**src/rtl/mem_principal.sv**
```systemverilog
// mem_principal: 32x10 main memory serving L1 fills and write-backs behind a fixed LAT-cycle access.
// Define MEM_WB_FWD_EN to post write-backs to a one-entry buffer that is drained after the fill.
module mem_principal #(
   parameter int unsigned LAT = 4
) (
   input  logic       clock,
   input  logic       reset_n,
   input  logic       nova_mem,
   input  logic [4:0] endr_mem_in,
   input  logic       wb,
   input  logic [4:0] endr_mem_wb_in,
   input  logic [9:0] dado_mem_wb_in,
   output logic [9:0] dado_mem_out,
   output logic       mem_pronto,
   output logic       ocupado
);
   typedef enum logic [2:0] {
`ifdef MEM_WB_FWD_EN
      DRENA,
`endif
      OCIOSO,
      ESCREVE,
      LE,
      PRONTO
   } estado_t;
   localparam logic [3:0] CARGA = 4'(LAT - 1);
   estado_t    estado_q, estado_d;
   logic [3:0] cnt_q, cnt_d;
   logic [4:0] endr_q, endr_d, endr_wb_q, endr_wb_d;
   logic [9:0] dado_wb_q, dado_wb_d, dado_q, dado_d, fill;
   logic [9:0] mem_q [32];
   logic       pronto_q, pronto_d, we, fim;
`ifdef MEM_WB_FWD_EN
   logic       buf_q, buf_d;
   assign fill = (buf_q && endr_wb_q == endr_q) ? dado_wb_q : mem_q[endr_q] ^ {5'b0, endr_q};
`else
   assign fill = mem_q[endr_q] ^ {5'b0, endr_q};
`endif
   assign fim          = cnt_q == 4'd0;
   assign ocupado      = estado_q != OCIOSO;
   assign mem_pronto   = pronto_q;
   assign dado_mem_out = dado_q;
   // Words are kept XOR their address, so the all-zero power-up state reads back as mem[i] = i.
   always_ff @(posedge clock)
      if (we) mem_q[endr_wb_q] <= dado_wb_q ^ {5'b0, endr_wb_q};
   always_ff @(posedge clock or negedge reset_n)
      if (!reset_n) begin
         estado_q  <= OCIOSO;
         cnt_q     <= '0;
         endr_q    <= '0;
         endr_wb_q <= '0;
         dado_wb_q <= '0;
         dado_q    <= '0;
         pronto_q  <= 1'b0;
`ifdef MEM_WB_FWD_EN
         buf_q     <= 1'b0;
`endif
      end else begin
         estado_q  <= estado_d;
         cnt_q     <= cnt_d;
         endr_q    <= endr_d;
         endr_wb_q <= endr_wb_d;
         dado_wb_q <= dado_wb_d;
         dado_q    <= dado_d;
         pronto_q  <= pronto_d;
`ifdef MEM_WB_FWD_EN
         buf_q     <= buf_d;
`endif
      end
   always_comb begin
      estado_d  = estado_q;
      cnt_d     = cnt_q;
      endr_d    = endr_q;
      endr_wb_d = endr_wb_q;
      dado_wb_d = dado_wb_q;
      dado_d    = dado_q;
      pronto_d  = 1'b0;
      we        = 1'b0;
`ifdef MEM_WB_FWD_EN
      buf_d     = buf_q;
`endif
      case (estado_q)
         OCIOSO:
            if (nova_mem) begin
               endr_d    = endr_mem_in;
               endr_wb_d = endr_mem_wb_in;
               dado_wb_d = dado_mem_wb_in;
               cnt_d     = CARGA;
`ifdef MEM_WB_FWD_EN
               buf_d     = wb;
               estado_d  = LE;
`else
               estado_d  = wb ? ESCREVE : LE;
`endif
            end
         ESCREVE: begin
            we       = fim;
            cnt_d    = fim ? CARGA : cnt_q - 4'd1;
            estado_d = fim ? LE : ESCREVE;
         end
         LE: begin
            cnt_d    = fim ? cnt_q : cnt_q - 4'd1;
            dado_d   = fim ? fill : dado_q;
            pronto_d = fim;
            estado_d = fim ? PRONTO : LE;
         end
`ifdef MEM_WB_FWD_EN
         PRONTO: begin
            cnt_d    = CARGA;
            estado_d = buf_q ? DRENA : OCIOSO;
         end
         DRENA: begin
            we       = fim;
            buf_d    = !fim;
            cnt_d    = fim ? cnt_q : cnt_q - 4'd1;
            estado_d = fim ? OCIOSO : DRENA;
         end
`else
         PRONTO: estado_d = OCIOSO;
`endif
         default: estado_d = OCIOSO;
      endcase
   end
endmodule

```
**config.mk**
```make
export PLATFORM = sky130hd
export DESIGN_NAME = mem_principal
export DESIGN_NICKNAME = d
export VERILOG_FILES = /design/src/rtl/mem_principal.sv
export SDC_FILE = /design/constraint.sdc
export NUM_CORES = 1
export LEC_CHECK = 0
export ABC_CLOCK_PERIOD_IN_PS = 2500
export BUFFER_PORTS_ARGS = -buffer_cell sky130_fd_sc_hd__buf_2
export CORE_ASPECT_RATIO = 1.25
export CORE_UTILIZATION = 56
export DETAILED_ROUTE_END_ITERATION = 12
export PLACE_DENSITY = 0.83
export SYNTH_ARGS = -nofsm -noshare
export SYNTH_HDL_FRONTEND = slang
export SYNTH_SLANG_ARGS = --single-unit
```
**constraint.sdc**
```tcl
create_clock -name clock -period 2.5 [get_ports clock]
set_input_delay 0.5 -clock clock [delete_from_list [all_inputs] [get_ports clock]]
set_output_delay 0.5 -clock clock [all_outputs]
set_load 0.03 [all_outputs]
```
==> results.md, run 1 <==
- Total track usage: 29.52%
- GR Overflow Total: 0
- Clock tree buffer depth: 3
- TritonCTS clock tree: built
- Unrepaired setup endpoints after global routing: no
- Hpwl dp: 20.23 mm
- Status: finished, final reports clean
- FF/Latch Area: 10540 um2
- Max Fclk: 408.3 MHz
- Mapped cell area: 14070 um2
- I/O pins: 36
- Area Overhead vs Synth: 15.49%
- Ys flop type: edfxtp_1
- Pwr dens: 1238 nW/um2
- Ant. Diodes: 0
- Die Wd: 143.8 um
- Unique masters post-synth: 44
- FP Rows: 64
- Critical path arrival: 2860 ps
- Layout Skew: 11.90 ps
- Layout cell share with drive strength beyond 1: 33.37%
- Cells after synthesis: 684
- Hold-fix buffers at CTS: 0
- Vias in the first global route: 8028
- 1st-pass router iterations: 7
- Cell Area, Placed: 15120 um2
- Placed insts: 1086
- Layout Cells excl Fill: 1151
- Clk Latency, worst-skew pair: 560 ps
- Final non-filler cell area: 16250 um2
- Initial Util: 57.25%
- Worst vdd ir: 0.6445 mV
- Final #Nets: 828
- Clock Sinks: 357
- Syn_nets: 714
- First-pass GRT wire length: 52.76 mm
- Routed WL per cell: 32.18 um
- Lkg Pwr: 5.566 nW
- DRT iter0 DRCs: 1050
- Fin util: 66.11%
- Least-Margin Pin Slew: 1182 ps
- # port buffers: 35
- Total power: 20.12 mW
- Number of fill cells in the layout: 1431
- TNS Setup: 0 ps
- Final hold vios: 0
- Period minus WS final: 2449 ps
- Post-synthesis register bit count: 357
- Syn avg cell area: 20.58 um2
- Initial antenna violation count: 1
- Most frequent cells in the layout: edfxtp_1, mux4_2, buf_4, nor2_1, buf_2
- Startpoint types: register
- Final setup vio count: 0
- Total CTS buffers: 30
- Via count: 7791
- Period utilization: 97.97%
- Number of synthesized flops with an enable pin: 320
- Core Area: 24580 um2
- Commonest non-fill, non-tap cell in the layout: edfxtp_1
- Final worst slack: 50.74 ps
- WP data required: 2910 ps
- Multi-input combinational cell area: 3366 um2
- Critical path type: register to register
- Final hold slack: 34.33 ps
- Relative max-transition margin: 21.21%
- H-tree Lvls: 1
- Synthesis Warnings: 0
- Max-cap violation count: 0
- Hold crit path type: primary input to async pin
- Seq/Total Area, Yosys: 74.86%
- Worst-path fanout max: 38
- CP endpoint kind: register
- Root buf cell: clkbuf_16
- Pre-CTS setup slack: 50.67 ps
- Vias/cell: 6.769
- Routability Congestion: 0.9212
- DRC errors left: 0
- Synth async-reset ratio: 10.36%
- Die height: 179.2 um
- Reg2Reg Depth: 6
- Total die area: 25770 um2
- Largest net degree at the start of global routing: 39
- ANT nets after route: 0
- Max-slew violations: 0
- Final WL: 37.04 mm
- Reg clk slew, reported paths: 70 ps
-- power breakdown --
part / leakage [nW] / internal, mW / switching, mW
registers: 3.33 / 8.07 / 1.00
logic: 1.74 / 2.65 / 3.49
clock network: 0.499 / 2.85 / 2.06
-- cell type report --
class,count,share of cell area (%)
flip-flops and latches,357,64.87
multi-input cells,284,20.71
repair buffers,117,5.404
clock buffers,44,5.196
well taps,330,2.540
clock inverters,11,1.093
inverters,8,0.1848
-- routing by layer --
layer / wire length (um) / GRT usage [%] / part of all wire (%) / up-vias
li1: - / - / - / 3000
met1: 12050 / 35.26 / 33 / 3940
met2: 18870 / 50.47 / 51 / 666
met3: 3570 / 5.182 / 9.6 / 183
met4: 2525 / 17.15 / 6.8 / 2
met5: 12 / 0 / 0.032 / -
-- path summary, 6_finish.rpt --
path	start	to	slack (ps)
min in group clock	endr_mem_wb_in[2]	endr_wb_q[2]$_DFFE_PN0P_	180
worst max-delay path	endr_q[1]$_DFFE_PN0P_	dado_mem_out[7]$_DFFE_PN0P_	50
worst max register to register	endr_q[1]$_DFFE_PN0P_	dado_mem_out[7]$_DFFE_PN0P_	50
worst min register to register	dado_mem_out[8]$_DFFE_PN0P_	dado_mem_out[8]$_DFFE_PN0P_	530
worst min-delay path	reset_n	dado_mem_out[3]$_DFFE_PN0P_	30
max in group asynchronous	reset_n	dado_wb_q[6]$_DFFE_PN0P_	1810
-- timing repair --
action	CTS	global route
setup endpoints to repair	240	56
setup buffers	9	1
gates cloned	0	0
resized for setup	2	5
-- state kept, by name, indices dropped and copies added, names as in the netlist --
register,cells
dado_wb_q,10
endr_wb_q,5
dado_mem_out,10
mem_q,320
endr_q,5
mem_pronto,1
cnt_q,4
estado_q,2
-- cell usage after synthesis (all sizes together) (5+ instances only) --
cell type	count	area, um2
edfxtp	320	9609
nor2	42	157.7
inv	8	30.03
ha	6	75.07
o21ai	17	85.08
nand2	27	101.4
buf	24	171.4
xor2	5	43.79
a21oi	6	30.03
clkbuf	11	41.29
nor2b	5	31.28
mux2i	25	250.2
dfrtp	37	925.9
mux2	20	225.2
mux4	86	1959
-- kinds of logic after synthesis --
logic type | after synthesis | synth area share [%]
flip-flops | 357 | 74.86
multiplexers | 131 | 17.30
buffers and inverters | 43 | 1.725
AO/OA/AOI/OAI | 45 | 2.107
XOR/XNOR | 5 | 0.3112
adder cells (fa/ha/maj) | 6 | 0.5334
AND/OR/NAND/NOR | 97 | 3.165
-- critical path: stages, from the launching register on --
cell and delay [ps]:
dfrtp_4 600, buf_12 300, buf_4 220, mux4_2 310
mux4_2 510, mux2i_1 210, o21ai_1 140
Note: power is estimated with default switching activity, not from simulation.
==> run 2, diff against run 1 <==
- ABC_AREA: unset -> 1
- CORE_UTILIZATION: 56 -> 49
- PLACE_DENSITY: 0.83 -> 0.74
==> results.md, run 2 <==
- Status: finished, final reports clean
- Relative max-transition margin: 39.65% (+18 points)
- Multi-input combinational cell area: 3518 um2 (+4.5%)
- Most frequent cells in the layout: edfxtp_1, nand2_1, nor2_1, nand3_1, o21ai_0
- Max incr delay on CP: 390 ps (-210 ps)
- Commonest non-fill, non-tap cell in the layout: edfxtp_1
- Count leader, synth: edfxtp_1
- Routability Congestion: 0.8912 (-3.3%)
- Mapped cell area: 14630 um2 (+4.0%)
- Number of flip-flops under the largest register name: 320 (unchanged)
- Reg clk slew, reported paths: 60 ps (about the same)
- DRC errors left: 0 (unchanged)
- Final hold vios: 0 (unchanged)
- Unrepaired setup endpoints after global routing: no
- Vias in the first global route: 9732 (+21%)
- Period utilization: 91.38% (-6.6 points)
- # port buffers: 35 (unchanged)
- Synthesis Warnings: 0 (unchanged)
- Least-Margin Pin Slew: 905.3 ps (-276.6 ps)
- Cell Area, Placed: 15480 um2 (+2.3%)
- Lkg Pwr: 5.992 nW (+7.7%)
- Pre-CTS setup slack: 299.8 ps (+249.1 ps)
- H-tree Lvls: 1 (unchanged)
- Final non-filler cell area: 16510 um2 (+1.6%)
- Total track usage: 25.15% (-4.4 points)
- Startpoint types: register
- Syn_nets: 1241 (+74%)
- Largest net degree at the start of global routing: 74 (+90%)
- Critical path type: register to register
- CP endpoint kind: register
- Seq/Total Area, Yosys: 72.00% (-2.9 points)
- Ant. Diodes: 0 (unchanged)
- Final worst slack: 215.5 ps (+164.8 ps)
- Bufs and invs on worst path: 4 (+2)
- Area Overhead vs Synth: 12.86%
- TNS Setup: 0 ps (unchanged)
- FF/Latch Area: 10540 um2 (unchanged)
- CP Cell Sequence: inv_1 > ha_1 > nand2_1 > nor2_1 > inv_1 > nor2_1 > nand2_1 > buf_4 > nor2_1 > buf_4
- Largest cells by area after synthesis: edfxtp_1, nand2_1, dfrtp_1, nand3_1, nor2_1
- Max-slew violations: 0 (unchanged)
- Die Wd: 156.6 um (+8.9%)
- I/O pins: 36 (unchanged)
- Worst vdd ir: 1.340 mV (+110%)
- Unique masters post-synth: 31 (-30%)
- Root buf cell: clkbuf_16
- Initial Util: 49.87% (-7.4 points)
- Post-synthesis register bit count: 357 (unchanged)
- Fin util: 56.28% (-9.8 points)
- Via count: 9944 (+28%)
- TritonCTS clock tree: built
- Yosys top cell area share: 65.67% (-2.6 points)
- 1st-pass router iterations: 6 (-1)
- FP Rows: 70 (+9.4%)
- Final #Nets: 1306 (+58%)
- Number of synthesized flops with an enable pin: 320 (unchanged)
- Period minus WS final: 2284 ps (-164.8 ps)
- Layout Skew: 10.05 ps (-1.849 ps)
- WP data required: 2760 ps (-150 ps)
- Pwr dens: 1266 nW/um2 (+2.3%)
- Clock tree buffer depth: 3 (unchanged)
- Worst-path fanout max: 10 (-74%)
- Crit path max-delay family: simple AND/OR/NAND/NOR gates
- ANT nets after route: 0 (unchanged)
- Synth async-reset ratio: 10.36% (unchanged)
- Max Fclk: 437.7 MHz (+7.2%)
- Final setup vio count: 0 (unchanged)
- Hold crit path type: primary input to async pin
- Largest Register: mem_q
- Hold-fix buffers at CTS: 0 (unchanged)
- Max-cap violation count: 0 (unchanged)
- Total die area: 30560 um2 (+19%)
- Cells after synthesis: 1211 (+77%)
- Ys flop type: edfxtp_1
- Final hold slack: 31.01 ps (-3.321 ps)
- Syn avg cell area: 12.08 um2 (-41%)
- Routed WL per cell: 22.05 um (-31%)
- Critical path arrival: 2550 ps (-310 ps)
- Die height: 195.2 um (+8.9%)
- Setup bufs post-CTS: 0 (-9)
- Total CTS buffers: 31 (+3.3%)
- Most used cell, CP: nor2_1
- DRT iter0 DRCs: 1418 (+35%)
- Initial antenna violation count: 0 (-1)
- Post_cts resized: 0 (-2)
- Layout cell share with drive strength beyond 1: 14.15% (-19 points)
- GR Overflow Total: 0 (unchanged)
- Core Area: 29340 um2 (+19%)
- Yosys top cell by area: edfxtp_1
- Hpwl dp: 23.02 mm (+14%)
- Clk Latency, worst-skew pair: 560 ps (about the same)
- Number of fill cells in the layout: 2311 (+61%)
- Synth cell count leaders: edfxtp_1, nand2_1, nor2_1, nand3_1, o21ai_0
- First-pass GRT wire length: 56.65 mm (+7.4%)
- CP max-delay cell: dfrtp_1
- Clock Sinks: 357 (unchanged)
- Final WL: 37.40 mm (+0.99%)
- Vias/cell: 5.863 (-13%)
-- run 2: cells by family after synthesis --
kind of cell	after synthesis	synth area share, %
AOI/OAI and AO/OA	182	6.824
xor gates and xnor gates	6	0.3592
adders and majority gates	6	0.5131
buffers and inverters	105	4.207
DFF	357	72.00
muxes	11	0.8466
and+or+nand+nor	544	15.25
-- run 2: through the flow --
stage / cells / power (mW)
6_report: 1696 / 20.91
5_1_grt: 1696 / 21.68
4_1_cts: 1696 / 20.80
3_5_place_dp: 1639 / 16.03
3_3_place_gp: 1639 / 15.86
2_1_floorplan: 1211 / 13.11
-- run 2: path summary, 6_finish.rpt --
| kind | start | end | slack [ps] | cells past startpoint |
|---|---|---|---|---|
| setup / recovery | cnt_q[0]$_DFFE_PN0P_ | mem_q[9][9]$_DFFE_PP_ | 220 | 10 |
| hold / removal | reset_n | dado_wb_q[1]$_DFFE_PN0P_ | 30 | 1 |
| setup reg to reg | cnt_q[0]$_DFFE_PN0P_ | mem_q[9][9]$_DFFE_PP_ | 220 | 10 |
| hold reg to reg | dado_mem_out[5]$_DFFE_PN0P_ | dado_mem_out[5]$_DFFE_PN0P_ | 480 | 2 |
| max in group asynchronous | reset_n | dado_wb_q[8]$_DFFE_PN0P_ | 1860 | 2 |
| min in group clock | dado_mem_wb_in[5] | dado_wb_q[5]$_DFFE_PN0P_ | 170 | 2 |
-- run 2: area by class of cell --
class,instances,share of cell area [%]
flip-flops and latches,357,63.85
multi-input cells,749,21.31
repair buffers,107,4.864
clock buffers,33,4.743
well taps,396,3.000
clock inverters,24,1.538
inverters,30,0.6971
-- run 2: layer usage --
metal  part of all wire [%]  vias to the layer above  global-route usage (%)
met2                     51                      693                   43.77
met5                      0                        -                       0
met3                    9.6                      117                   2.929
met1                     36                     4727                   32.08
li1                       -                     4407                       -
met4                    4.1                        0                   9.840
-- run 2: power by group --
| part | switching [mW] | internal, mW | total, mW |
|---|---|---|---|
| combinational | 5.37 | 1.98 | 7.35 |
| sequential | 0.701 | 8.03 | 8.73 |
| clock | 2.13 | 2.70 | 4.83 |
==> run 3, diff against run 2 <==
--- a/config.mk
+++ b/config.mk
@@ -7,10 +7,10 @@
 export LEC_CHECK = 0
 export ABC_AREA = 1
-export ABC_CLOCK_PERIOD_IN_PS = 2500
+export ABC_CLOCK_PERIOD_IN_PS = 2200
 export BUFFER_PORTS_ARGS = -buffer_cell sky130_fd_sc_hd__buf_2
 export CORE_ASPECT_RATIO = 1.25
 export CORE_UTILIZATION = 49
 export DETAILED_ROUTE_END_ITERATION = 12
-export PLACE_DENSITY = 0.74
+export PLACE_DENSITY = 0.72
 export SYNTH_ARGS = -nofsm -noshare
 export SYNTH_HDL_FRONTEND = slang
==> constraint.sdc (replaced) <==
create_clock -name clock -period 2.2 [get_ports clock]
set_input_delay 0.33 -clock clock [delete_from_list [all_inputs] [get_ports clock]]
set_output_delay 0.33 -clock clock [all_outputs]
set_load 0.03 [all_outputs]
==> results.md, run 3 (same netlist as run 2, synthesis figures left out) <==
- Vias in the first global route: 9833 (+1.0%)
- Hpwl dp: 22.63 mm (-1.7%)
- H-tree Lvls: 1 (unchanged)
- Total track usage: 24.93% (-0.22 points)
- Combinational power share: 37.0% (+1.8 points)
- FP Rows: 70 (unchanged)
- Via count: 9776 (-1.7%)
- Period minus WS final: 2032 ps (-252.4 ps)
- CP endpoint kind: register
- Total CTS buffers: 30 (-3.2%)
- Max-cap violation count: 0 (unchanged)
- Sw Share: 38.21% (-0.99 points)
- Worst-path fanout max: 10 (unchanged)
- Startpoint types: register
- Routed WL per cell: 21.73 um (-1.5%)
- Final WL: 37.07 mm (-0.89%)
- Period utilization: 92.36% (+0.99 points)
- Routability Congestion: 0.9195 (+3.2%)
- Total die area: 30560 um2 (unchanged)
- Largest Register: mem_q
- Die Wd: 156.6 um (unchanged)
- First-pass GRT wire length: 56.35 mm (-0.54%)
- Relative max-transition margin: 61.86% (+22 points)
- Vias/cell: 5.730 (-2.3%)
- Worst vdd ir: 1.758 mV (+31%)
- Initial Util: 49.87% (unchanged)
- Pwr dens: 1435 nW/um2 (+13%)
- Max-slew violations: 0 (unchanged)
- Core Area: 29340 um2 (unchanged)
- Max Fclk: 492.1 MHz (+12%)
- Sw Pwr: 9.153 mW (+12%)
- Clk Latency, worst-skew pair: 550 ps (about the same)
- Initial antenna violation count: 0 (unchanged)
- # port buffers: 35 (unchanged)
- Area Overhead vs Synth: 14.07%
- Number of flip-flops under the largest register name: 320 (unchanged)
- DRC errors left: 0 (unchanged)
- Clock Sinks: 357 (unchanged)
- Root buf cell: clkbuf_16
- Final worst slack: 168.0 ps (-47.56 ps)
- Status: finished, final reports clean
- Clock tree buffer depth: 3 (unchanged)
- Hold crit path type: primary input to register
- Die height: 195.2 um (unchanged)
- Critical path type: register to register
- Reg clk slew, reported paths: 70 ps (about the same)
- DRT iter0 DRCs: 1308 (-7.8%)
- Reg power frac: 39.5% (-2.2 points)
- Final setup vio count: 0 (unchanged)
- Lkg Pwr: 6.090 nW (+1.6%)
- Unrepaired setup endpoints after global routing: no
- Layout cell share with drive strength beyond 1: 14.05% (-0.11 points)
- TNS Setup: 0 ps (unchanged)
- TritonCTS clock tree: built
- Pre-CTS setup slack: 98.18 ps (-201.6 ps)
- Int Pwr: 14.80 mW (+16%)
- Clk pwr share: 23.4% (+0.3 points)
- ANT nets after route: 0 (unchanged)
- Least-Margin Pin Slew: 572.1 ps (-333.2 ps)
- Critical path arrival: 2280 ps (-270 ps)
- WP data required: 2450 ps (-310 ps)
- Ant. Diodes: 0 (unchanged)
- Fin util: 56.88% (+0.60 points)
- Most frequent cells in the layout: edfxtp_1, nand2_1, nor2_1, nand3_1, o21ai_0
- I/O pins: 36 (unchanged)
- 1st-pass router iterations: 6 (unchanged)
- Cell Area, Placed: 15540 um2 (+0.40%)
- Layout Skew: 13.16 ps (+3.113 ps)
- Largest net degree at the start of global routing: 69 (-6.8%)
- GR Overflow Total: 0 (unchanged)
- Commonest non-fill, non-tap cell in the layout: edfxtp_1
- Final non-filler cell area: 16690 um2 (+1.1%)
- Final #Nets: 1316 (+0.77%)
- Final hold vios: 0 (unchanged)
[run 3: path summary, 6_finish.rpt]
path	depth (start not counted)	slack (ps)	startpoint	endpoint
max reg2reg	10	170	cnt_q[0]$_DFFE_PN0P_	mem_q[15][7]$_DFFE_PP_
max in group asynchronous	3	1270	reset_n	dado_mem_out[2]$_DFFE_PN0P_
min in group asynchronous	2	310	reset_n	dado_mem_out[8]$_DFFE_PN0P_
min reg2reg	2	480	dado_mem_out[7]$_DFFE_PN0P_	dado_mem_out[7]$_DFFE_PN0P_
max	10	170	cnt_q[0]$_DFFE_PN0P_	mem_q[15][7]$_DFFE_PP_
min	2	10	dado_mem_wb_in[2]	dado_wb_q[2]$_DFFE_PN0P_
[run 3: timing repair]
| action | 4_1_cts | 5_1_grt |
|---|---|---|
| hold endpoints to repair | 29 | 0 |
| setup endpoints to repair | 0 | 326 |
| setup buffers | 0 | 3 |
| hold buffers | 6 | 0 |
| resized for setup | 0 | 3 |
[run 3: routing by layer]
metal	track usage [%]	wire length, um	vias to the layer above
met1	32.23	13840	4637
met5	0	0	-
met3	2.885	3259	111
met2	42.00	18260	590
li1	-	-	4438
met4	11.76	1706	0
[run 3: worst max-delay path, stage by stage (launching register included)]
cell,delay (ps)
dfrtp_1,400
inv_1,110
ha_1,160
nand2_1,70
nor2_2,120
inv_1,80
nor2_2,170
nand3_1,90
buf_4,210
nor2_1,120
buf_4,210
[run 3: layout make-up]
cell class	instances	area (um2)
Fill cell	2320	12650
Clock buffer	40	840.8
Multi-Input combinational cell	749	3523
Inverter	30	118.9
Sequential cell	357	10540
Clock inverter	16	220.2
Timing Repair Buffer	118	950.9
Tap cell	396	495.5
[run 3: per-stage QoR]
step,hold slack [ps],power (mW),cells
floorplan,34.41,14.90,1211
global placement,349.6,18.16,1641
detailed placement,351.5,18.25,1641
CTS,0.4824,23.84,1703
global route,10.18,24.92,1706
finish,11.91,23.95,1706
[run 3: power by group through the flow]
stage / Clock [mW] / Sequential, mW / Combinational [mW]
global route: 5.93 / 9.51 / 9.48
global placement: 0 / 9.60 / 8.57
detailed placement: 0 / 9.61 / 8.64
CTS: 5.68 / 9.46 / 8.70
finish: 5.61 / 9.47 / 8.87
floorplan: 0 / 9.84 / 5.06
